`config.mk`:
```
export PLATFORM = sky130hd
export DESIGN_NAME = hdmi_src_sequencer
export DESIGN_NICKNAME = d
export VERILOG_FILES = /design/src/rtl/hdmi_src_sequencer.sv
export SDC_FILE = /design/constraint.sdc
export NUM_CORES = 1
export LEC_CHECK = 0
export BUFFER_PORTS_ARGS = -buffer_cell sky130_fd_sc_hd__clkbuf_2
export CAP_MARGIN = 25
export CORE_MARGIN = 2
export CORE_UTILIZATION = 44
export CTS_CLUSTER_SIZE = 40
export DETAILED_ROUTE_END_ITERATION = 8
export GPL_ROUTABILITY_DRIVEN = 1
export PLACE_DENSITY = 0.81
export SLEW_MARGIN = 15
export SYNTH_ARGS = -nofsm -noshare
export SYNTH_HDL_FRONTEND = slang
export SYNTH_SLANG_ARGS = --single-unit
```
`constraint.sdc`:
```
create_clock -name i_pixclk -period 1.8 [get_ports i_pixclk]
set_clock_uncertainty 0.15 [all_clocks]
set_input_delay 0.09 -clock i_pixclk [delete_from_list [all_inputs] [get_ports i_pixclk]]
set_output_delay 0.09 -clock i_pixclk [all_outputs]
set_load 0.1 [all_outputs]
```
`src/rtl/hdmi_src_sequencer.sv`:
```
// Frame-aligned selector sharing one llhdmi encoder between NSRC pixel sources, with optional black gap frames.
// Define SRC_INDEX_OVERLAY_EN to draw a white bar in the top 8 lines whose length encodes the source index.
module hdmi_src_sequencer #(
  parameter int NSRC         = 4,
  parameter int HOLD_FRAMES  = 120,
  parameter int BLANK_FRAMES = 1
) (
  input  logic                    i_pixclk,
  input  logic                    i_reset,
  input  logic                    i_rd,
  input  logic                    i_newline,
  input  logic                    i_newframe,
  input  logic                    i_next,
  input  logic                    i_auto,
  input  logic [NSRC*24-1:0]      i_src_pixel,
  output logic [23:0]             o_pixel,
  output logic [$clog2(NSRC)-1:0] o_sel,
  output logic                    o_blanking
);

  localparam int SELW = $clog2(NSRC);
  localparam int HW   = (HOLD_FRAMES > 1) ? $clog2(HOLD_FRAMES) : 1;
  localparam int BW   = (BLANK_FRAMES > 1) ? $clog2(BLANK_FRAMES) : 1;
  localparam logic [SELW-1:0] SEL_LAST   = SELW'(NSRC - 1);
  localparam logic [HW-1:0]   HOLD_LAST  = HW'(HOLD_FRAMES - 1);
  localparam logic [BW-1:0]   BLANK_LAST = BW'((BLANK_FRAMES > 0) ? BLANK_FRAMES - 1 : 0);

  typedef enum logic {ST_SHOW, ST_BLANK} state_t;

  state_t          state_q, state_d;
  logic [SELW-1:0] sel_q, sel_d, sel_nxt;
  logic [HW-1:0]   hold_q, hold_d;
  logic [BW-1:0]   blank_q, blank_d;
  logic            pend_q, pend_d;
  logic [23:0]     pixel_q, pixel_d;
  logic            req, expire, overlay;

  always_ff @(posedge i_pixclk or posedge i_reset) begin
    if (i_reset) begin
      state_q <= ST_SHOW;
      sel_q   <= '0;
      hold_q  <= '0;
      blank_q <= '0;
      pend_q  <= 1'b0;
      pixel_q <= 24'h0;
    end else begin
      state_q <= state_d;
      sel_q   <= sel_d;
      hold_q  <= hold_d;
      blank_q <= blank_d;
      pend_q  <= pend_d;
      pixel_q <= pixel_d;
    end
  end

  // A request arriving on the boundary cycle itself is honoured at that boundary.
  always_comb begin
    state_d = state_q;
    sel_d   = sel_q;
    hold_d  = hold_q;
    blank_d = blank_q;
    pend_d  = pend_q;
    sel_nxt = (sel_q == SEL_LAST) ? '0 : sel_q + SELW'(1);
    req     = pend_q | i_next;
    expire  = i_auto && (hold_q == HOLD_LAST);
    case (state_q)
      ST_SHOW: begin
        pend_d = req;
        if (i_newframe) begin
          if (req || expire) begin
            hold_d = '0;
            pend_d = 1'b0;
            if (BLANK_FRAMES > 0) begin
              state_d = ST_BLANK;
              blank_d = '0;
            end else begin
              sel_d = sel_nxt;
            end
          end else if (hold_q != HOLD_LAST) begin
            hold_d = hold_q + HW'(1);
          end
        end
      end
      ST_BLANK: begin
        if (i_newframe) begin
          if (blank_q == BLANK_LAST) begin
            state_d = ST_SHOW;
            sel_d   = sel_nxt;
          end else begin
            blank_d = blank_q + BW'(1);
          end
        end
      end
      default: state_d = ST_SHOW;
    endcase
  end

`ifdef SRC_INDEX_OVERLAY_EN
  logic [10:0] x_cnt_q, x_cnt_d, y_cnt_q, y_cnt_d;

  always_ff @(posedge i_pixclk or posedge i_reset) begin
    if (i_reset) begin
      x_cnt_q <= '0;
      y_cnt_q <= '0;
    end else begin
      x_cnt_q <= x_cnt_d;
      y_cnt_q <= y_cnt_d;
    end
  end

  always_comb begin
    x_cnt_d = i_newline ? 11'd0 : (i_rd ? x_cnt_q + 11'd1 : x_cnt_q);
    y_cnt_d = i_newframe ? 11'd0 : (i_newline ? y_cnt_q + 11'd1 : y_cnt_q);
    overlay = (state_q == ST_SHOW) && (y_cnt_q < 11'd8) &&
              ({1'b0, x_cnt_q} < 12'(16 * (32'(sel_q) + 1)));
  end
`else
  logic unused_newline;
  assign unused_newline = i_newline;
  assign overlay        = 1'b0;
`endif

  always_comb begin
    pixel_d = pixel_q;
    if (i_rd) begin
      if (overlay)
        pixel_d = 24'hFFFFFF;
      else if (state_q == ST_BLANK)
        pixel_d = 24'h0;
      else
        pixel_d = i_src_pixel[24*sel_q +: 24];
    end
  end

  assign o_pixel    = pixel_q;
  assign o_sel      = sel_q;
  assign o_blanking = (state_q == ST_BLANK);

endmodule

```
After elaboration in Yosys (flattened, before gate mapping)
Cells that the tools add are included.
- register bits: 36
- word-level logic and storage cells: 45
- bits of input ports: 103
- output and inout bits: 27
- add/sub/neg operators: 3
- equal/unequal tests: 7
- reductions and logical operators: 6
- multiplexer cells: 19
- bitwise gates (word level): 2
- $mul: 1
- shifts and indexed selects: 1
- operators by type and width (operator ; number):
    variable part select 96 x 8 -> 24 bit ; 1
    2-to-1 mux 24 bit ; 1
    2-to-1 mux 7 bit ; 2
    2-to-1 mux 1 bit ; 10
    AND reduction 3 bit ; 3
    2-to-1 mux 2 bit ; 4
    inequality test 2 bit (second input constant) ; 4
    adder 7 x 1 -> 7 bit (second input constant) ; 1
    equality test 7 bit (second input constant) ; 1
    inequality test 7 bit (second input constant) ; 1
    multiplier 2 x 2 -> 4 bit (first input constant) ; 1
    case mux 1 bit (2 select lines) ; 2
    adder 2 x 1 -> 2 bit (second input constant) ; 1
    equality test 2 bit (second input constant) ; 1
    nonzero test 2 bit ; 1
    adder 1 bit (second input constant) ; 1
    logical AND 1 bit ; 1
    logical OR 1 bit ; 1
    NOT 1 bit ; 1
    OR 1 bit ; 1

Depth between registers and ports, before layout
Gate-level depths: netlist of the first run.
- word-level depth: 6
- gate-level depth with buffers: 5
- gate-level depth less buffers: 5

Worst setup path before layout of the first run
OpenSTA, ideal clock, no wires.
- kind: register to register
- start point: reg sel_q[0] (netlist: o_sel[0])
- end point: reg pixel_q[1] (netlist: o_pixel[1])
- stages on the path, launching flop included: 6
- arrival time: 1935 ps
- buffers on the path: 2
- library setup time: 141 ps
- required time: 1509 ps
- setup slack: -427 ps
- clock period less this slack: 2227 ps
- cell sequence: dfrtp_1 > buf_6 > buf_8 > mux4_2 > inv_1 > o22ai_1
- longest elaborated chain between the ends: 3
- RTL lines (what ; RTL line ; RTL):
    start: declaration ; 31 ; logic [SELW-1:0] sel_q, sel_d, sel_nxt;
    start signal: assignment ; 48 ; sel_q <= sel_d;
    multiplier 2 x 2 -> 4 bit ; 131 ; pixel_d = i_src_pixel[24*sel_q +: 24];
    variable part select 96 x 8 -> 24 bit ; 131 ;
    2-to-1 mux 24 bit ; 128 ; else if (state_q == ST_BLANK)
    end signal: assignment ; 52 ; pixel_q <= pixel_d;
    end: declaration ; 35 ; logic [23:0] pixel_q, pixel_d;
Every way passes these cells.
A chain may end at the register's enable or synchronous reset.

Worst setup path in the final report of the first run
- start point: reg sel_q[1] (netlist: o_sel[1])
- end point: out o_sel[1]
- RTL lines (what ; RTL line ; RTL):
    end: declaration ; 17 ; output logic [$clog2(NSRC)-1:0] o_sel,
No word-level cell between the ends.

==> metrics.cfg, run 1 <==
[routing]
wl_met3_um=260
totalWireLength_mm=5.808
viasPerCell=5.138
post_drt_wl_per_cell_um=14.59
ant_nets=0
dr_wl_met2_mm=3.050
maxUsedRoutingLayer=met4
wl_met1_mm=2.346
drt_iter0_markers=133
drcViolationCount=0
drtPass1Iterations=4
vias=2045

[power]
p_clk_share_pct=10.5
switchingPower_mw=2.948
internal_power_mw=2.325
seqPwrFrac_pct=26.0
p_comb_share_pct=63.5
irDropWorstVdd_uv=786.4
pwr_density_cell_nw_per_um2=1744
p_leak_nw=1.610
swShare_pct=55.91

[run]
cap_violations=0

[setup_path]
worstPathRequired_ns=1.56
crit_end=o_sel[1]
reg2reg_depth=4
critPathKind=reg -> out
critical-path-max-stage-delay_ns=0.64
crit_arrival_ns=1.47
crit_family=flip-flops
crit_path_start_kind=flop
crit_start=o_sel[1]$_DFFE_PP0P_
slowest_stage=dfrtp_4
r2r-start=o_sel[0]$_DFFE_PP0P_
critPathBufInv=1
path_max_fanout=27
rrSetupSlack_ns=0.11
end_kind=output port
cp.depth=1
crit_chain=clkbuf_2
rr_endpoint=o_pixel[3]$_DFFE_PP0P_

[synthesis]
yosys_warnings=0
ys_seq_elements=35
ys_async_sr_fraction_pct=100.0
synth_seq_area_share_pct=40.60
synth_edf_count=0
yosysTopAreaCell=dfrtp_1
syn_inst=194
synth_area_leaders=dfrtp_1 (41%), mux4_2 (22%), inv_1 (8.9%), o22ai_1 (7.0%), mux4_1 (3.7%)
synth.top_cell.area_share_pct=40.60
syn-num-nets=299
synthTopCellsByCount=inv_1 (51), dfrtp_1 (35), o22ai_1 (24)
yosysMostFrequentCell=inv_1
synthFlopType=dfrtp_1
yosysUniqueCellTypes=32
synth.avg_cell_area_sq_um=11.12
syn-cell-area_sq_um=2157

[cells_and_area]
drive_above_1_share_pct=51.66
final_cells=398
fin_nets=435
syn_to_final_growth_pct=40.14
antenna_cells=0

[global_route]
overflow=0
grt.total_usage_pct=21.71
antenna_found_initial=0
grt_pass1_vias=1934
grt_max_degree=28
grt_pass1_wl_mm=8.832

[timing]
max_slew_margin_pct=63.04
hold_violations=0
rsz0062_at_grt=false
final_max_slew_viol_count=0
setup_violations=0
clock.fmax_mhz=585.3
fin_crit_ns=1.709
worst_slew_pin_slew_ns=0.5567
layout_worst_path_cycle_share_pct=94.92
holdWs_ns=0.1012

[cts]
clkSinkCount=35
clockBufferDepth=2
tritoncts=done
numCtsBuffers=5
htree_num_levels=2
clkLatencyLatePin_ns=0.29
clkTransAtPathRegs_ns=0.07
cts-root-buf=clkbuf_8

[place]
dp_cells=385
io_buffer_count=128
dp_hpwl_mm=4.701
place_congestion=0.8756

[die]
coreArea_sq_um=4723
num_rows=25
die_y_um=74.02
start_util_pct=45.67
ios=130
dieArea_sq_um=5478
die_w_um=74.02

[run_status]
outcome=finished clean

[worst_hold_path]
hp-class=in -> reg
hp-start=i_src_pixel[57]

routing by layer:
layer,GRT usage [%],vias to the layer above
met3,5.691,16
met2,35.02,58
met1,27.80,1008
met4,9.495,0
met5,0,-
li1,-,963
what timing repair did:
action / 4_1_cts / 5_1_grt
hold buffers: 4 / 0
setup buffers: 0 / 1
hold endpoints to repair: 13 / 0
setup endpoints to repair: 0 / 3
gates resized for setup: 0 / 0
flip-flops by register name (all words and copies together) (netlist names):
name,cells
o_blanking,1
pend_q,1
o_pixel,24
hold_q,7
o_sel,2
cell type report:
type                       count  area [sq um]
clock buffer                   6         72.57
clock inverter                 2         12.51
fill                         391          1700
inverter                      51         191.4
multi-input combinational     97          1010
sequential                    35         884.6
tap                           67         83.83
timing repair buffer         140         768.2
kinds of logic (layout without fill, tap and decap cells):
logic type / after synthesis / after routing / synth area share [%]
buf+inv: 62 / 199 / 12.59
compound gates: 46 / 46 / 13.40
flops: 35 / 35 / 40.60
mux: 25 / 25 / 26.10
simple gates: 24 / 24 / 6.149
fa+ha+maj: 2 / 2 / 1.160
worst min-delay path by stage:
stage	cells after the start	endpoint	slack [ns]
2_1_floorplan	1	hold_q[0]$_DFFE_PP0P_	0.09
3_3_place_gp	2	hold_q[6]$_DFFE_PP0P_	-0.04
3_5_place_dp	2	hold_q[6]$_DFFE_PP0P_	-0.03
4_1_cts	4	o_pixel[9]$_DFFE_PP0P_	0.10
5_1_grt	4	o_pixel[9]$_DFFE_PP0P_	0.12
6_report	4	o_pixel[9]$_DFFE_PP0P_	0.10
metrics by stage:
| step | power [mW] | TNS, ns | utilization, % | cell area [sq um] | setup WS [ns] |
|---|---|---|---|---|---|
| after floorplan | 4.171 | -0.4227 | - | 2170 | -0.02902 |
| after detailed placement | 4.741 | 0 | 61.19 | 2890 | 0.07681 |
| after CTS | 5.296 | 0 | 63.84 | 3015 | 0.07563 |
| after global placement | 4.682 | 0 | 61.19 | 2890 | 0.1261 |
| after global routing | 5.533 | 0 | 64.00 | 3023 | 0.01981 |
| final | 5.273 | 0 | 64.00 | 3023 | 0.09135 |
cell usage in the layout, fill, tap and decap left out, types with 4 or more instances in the layout:
master | synthesis | layout
a21oi_1 | 7 | 7
clkbuf_2 | 0 | 127
o21ai_0 | 6 | 6
mux4_2 | 21 | 21
dfrtp_1 | 35 | 32
buf_4 | 0 | 7
nand2_1 | 6 | 6
clkbuf_8 | 0 | 5
o22ai_1 | 24 | 24
nor2_1 | 4 | 4
dlygate4sd3_1 | 0 | 4
inv_1 | 51 | 51
power groups by stage:
stage | clock, mW | combinational, mW | sequential (mW)
after floorplan | 0 | 1.27 | 2.90
after global placement | 0 | 3.30 | 1.38
after detailed placement | 0 | 3.36 | 1.39
after CTS | 0.558 | 3.36 | 1.37
after global routing | 0.601 | 3.52 | 1.42
final | 0.554 | 3.35 | 1.37
Power figures use the tool's default switching activity.
==> run 2, diff against run 1 <==
--- a/config.mk
+++ b/config.mk
@@ -7,12 +7,14 @@
 export LEC_CHECK = 0
 export BUFFER_PORTS_ARGS = -buffer_cell sky130_fd_sc_hd__clkbuf_2
 export CAP_MARGIN = 25
+export CELL_PAD_IN_SITES_DETAIL_PLACEMENT = 1
+export CELL_PAD_IN_SITES_GLOBAL_PLACEMENT = 1
 export CORE_MARGIN = 2
-export CORE_UTILIZATION = 44
+export CORE_UTILIZATION = 32
 export CTS_CLUSTER_SIZE = 40
 export DETAILED_ROUTE_END_ITERATION = 8
 export GPL_ROUTABILITY_DRIVEN = 1
-export PLACE_DENSITY = 0.81
+export PLACE_DENSITY_LB_ADDON = 0.1
 export SLEW_MARGIN = 15
 export SYNTH_ARGS = -nofsm -noshare
 export SYNTH_HDL_FRONTEND = slang
==> metrics.cfg, run 2 (synthesis results as in run 1) <==
[global_route]
grt_pass1_wl_mm=9.473  ; was 8.832 mm
antenna_found_initial=0  ; unchanged
grtUsageMet2_pct=29.25  ; was 35.02%
grt.total_usage_pct=16.32  ; was 21.71%
use_met1_pct=18.93  ; was 27.80%
grt-busiest-layer=met2  ; unchanged
overflow=0  ; unchanged
gr-usage-met3_pct=4.524  ; was 5.691%
grt_max_degree=36  ; was 28
grt_pass1_vias=2110  ; was 1934

[power]
p_leak_nw=1.612  ; was 1.610 nW
pwr_density_cell_nw_per_um2=1752  ; was 1744 nW/um^2
irDropWorstVdd_uv=698.6  ; was 786.4 uV
p_total_mw=5.328  ; was 5.273 mW

[setup_path]
worstPathRequired_ns=1.81  ; was 1.56 ns
crit_chain=buf_12 -> mux4_2 -> inv_1 -> o22ai_1  ; was clkbuf_2
rrSetupSlack_ns=0.12  ; was 0.11 ns
path_max_fanout=13  ; was 27
cp.depth=4  ; was 1
end_kind=flop  ; was output port
crit_arrival_ns=1.69  ; was 1.47 ns
critical-path-max-stage-delay_ns=0.53  ; was 0.64 ns
slowest_stage=dfrtp_4  ; unchanged
critPathKind=reg -> reg  ; was reg -> out
reg2reg_depth=4  ; unchanged
crit_path_start_kind=flop  ; unchanged
critPathBufInv=2  ; was 1
crit_family=flip-flops  ; unchanged

[cts]
clkTransAtPathRegs_ns=0.07  ; about the same
clkLatencyLatePin_ns=0.29  ; about the same
clkSinkCount=35  ; unchanged
numCtsBuffers=5  ; unchanged
clockBufferDepth=2  ; unchanged
htree_num_levels=2  ; unchanged
tritoncts=done  ; unchanged
cts-root-buf=clkbuf_8  ; unchanged

[die]
num_rows=29  ; was 25
dieArea_sq_um=7413  ; was 5478 sq um
start_util_pct=33.59  ; was 45.67%
die_y_um=86.10  ; was 74.02 um
die_w_um=86.10  ; was 74.02 um
ios=130  ; unchanged
coreArea_sq_um=6422  ; was 4723 sq um

[place]
post-place-ws_ns=0.04560  ; was 0.07681 ns
dp_cells=393  ; was 385
dp_hpwl_mm=4.688  ; was 4.701 mm
place_congestion=0.8018  ; was 0.8756
io_buffer_count=128  ; unchanged

[timing]
layout_worst_path_cycle_share_pct=93.44  ; was 94.92%
rsz0062_at_grt=false  ; unchanged
post-route-worst-setup-slack_ns=0.1180  ; was 0.09135 ns
setup_violations=0  ; unchanged
max_slew_margin_pct=62.72  ; was 63.04%
clock.fmax_mhz=594.5  ; was 585.3 MHz
fin_crit_ns=1.682  ; was 1.709 ns
final_max_slew_viol_count=0  ; unchanged
holdWs_ns=0.06605  ; was 0.1012 ns
hold_violations=0  ; unchanged
worst_slew_pin_slew_ns=0.5616  ; was 0.5567 ns

[cells_and_area]
final_cells=406  ; was 398
drive_above_1_share_pct=51.37  ; was 51.66%
syn_to_final_growth_pct=41.01  ; was 40.14%
layout_common_cells=clkbuf_2 (126), inv_1 (51), dfrtp_1 (32)  ; was clkbuf_2 (127), inv_1 (51), dfrtp_1 (32)
fin_nets=433  ; was 435
final_util_pct=47.36  ; was 64.00%
antenna_cells=0  ; unchanged
mostFrequentLayoutCell=clkbuf_2  ; unchanged
largest_reg_flops=24  ; unchanged

[routing]
vias=2003  ; was 2045
post_drt_wl_per_cell_um=14.47  ; was 14.59 um
viasPerCell=4.933  ; was 5.138
drt_iter0_markers=37  ; was 133
drtPass1Iterations=4  ; unchanged
totalWireLength_mm=5.874  ; was 5.808 mm
drcViolationCount=0  ; unchanged
ant_nets=0  ; unchanged

[worst_hold_path]
hp-class=in -> reg  ; unchanged
hold_path_depth=2  ; was 4

[run]
cap_violations=0  ; unchanged

[run_status]
outcome=finished clean  ; unchanged

## run 2: cell types whose count changed in the layout (fill, tap and decap cells not counted)
cell	before	now
buf_12	2	3
clkbuf_2	127	126
buf_4	7	5
clkinvlp_4	1	0
clkbuf_8	5	6
## run 2: power breakdown
| group | total (mW) | switching (mW) | internal [mW] |
|---|---|---|---|
| combinational | 3.39 | 2.36 | 1.03 |
| sequential | 1.35 | 0.298 | 1.05 |
| clock | 0.590 | 0.282 | 0.309 |
## run 2: path summary, 6_finish.rpt
path,startpoint,endpoint
min in group asynchronous,i_reset,o_pixel[10]$_DFFE_PP0P_
hold reg to reg,pend_q$_DFFE_PP0N_,pend_q$_DFFE_PP0N_
setup reg to reg,o_sel[0]$_DFFE_PP0P_,o_pixel[23]$_DFFE_PP0P_
setup / recovery,o_sel[0]$_DFFE_PP0P_,o_pixel[23]$_DFFE_PP0P_
max in group asynchronous,i_reset,o_blanking$_DFF_PP0_
hold / removal,i_rd,o_pixel[13]$_DFFE_PP0P_
## run 2: cell type report
type / instances / area, sq um
Clock inverter: 1 / 5.005
Clock buffer: 7 / 86.33
Inverter: 51 / 191.4
Sequential cell: 35 / 884.6
Fill cell: 791 / 3381
Tap cell: 77 / 96.34
Timing Repair Buffer: 138 / 768.2
Multi-Input combinational cell: 97 / 1010
## run 2: layer usage
metal / vias up / routed length (um)
li1: 963 / -
met1: 949 / 2381
met2: 85 / 2965
met3: 6 / 464
met4: 0 / 63
met5: - / 0
## run 2: repair_timing
action                                  4_1_cts  5_1_grt
hold buffers                                  4        0
endpoints found under the setup margin        0        2
buffers inserted                              0        1
hold endpoints to repair                     37        0
gates resized for setup                       0        0
## run 2: per-stage QoR
| step | cell area (sq um) | setup TNS, ns |
|---|---|---|
| 6_report | 3042 | 0 |
| 5_1_grt | 3042 | 0 |
| 4_1_cts | 3034 | 0 |
| 3_5_place_dp | 2903 | 0 |
| 3_3_place_gp | 2903 | 0 |
| 2_1_floorplan | 2170 | -0.4227 |
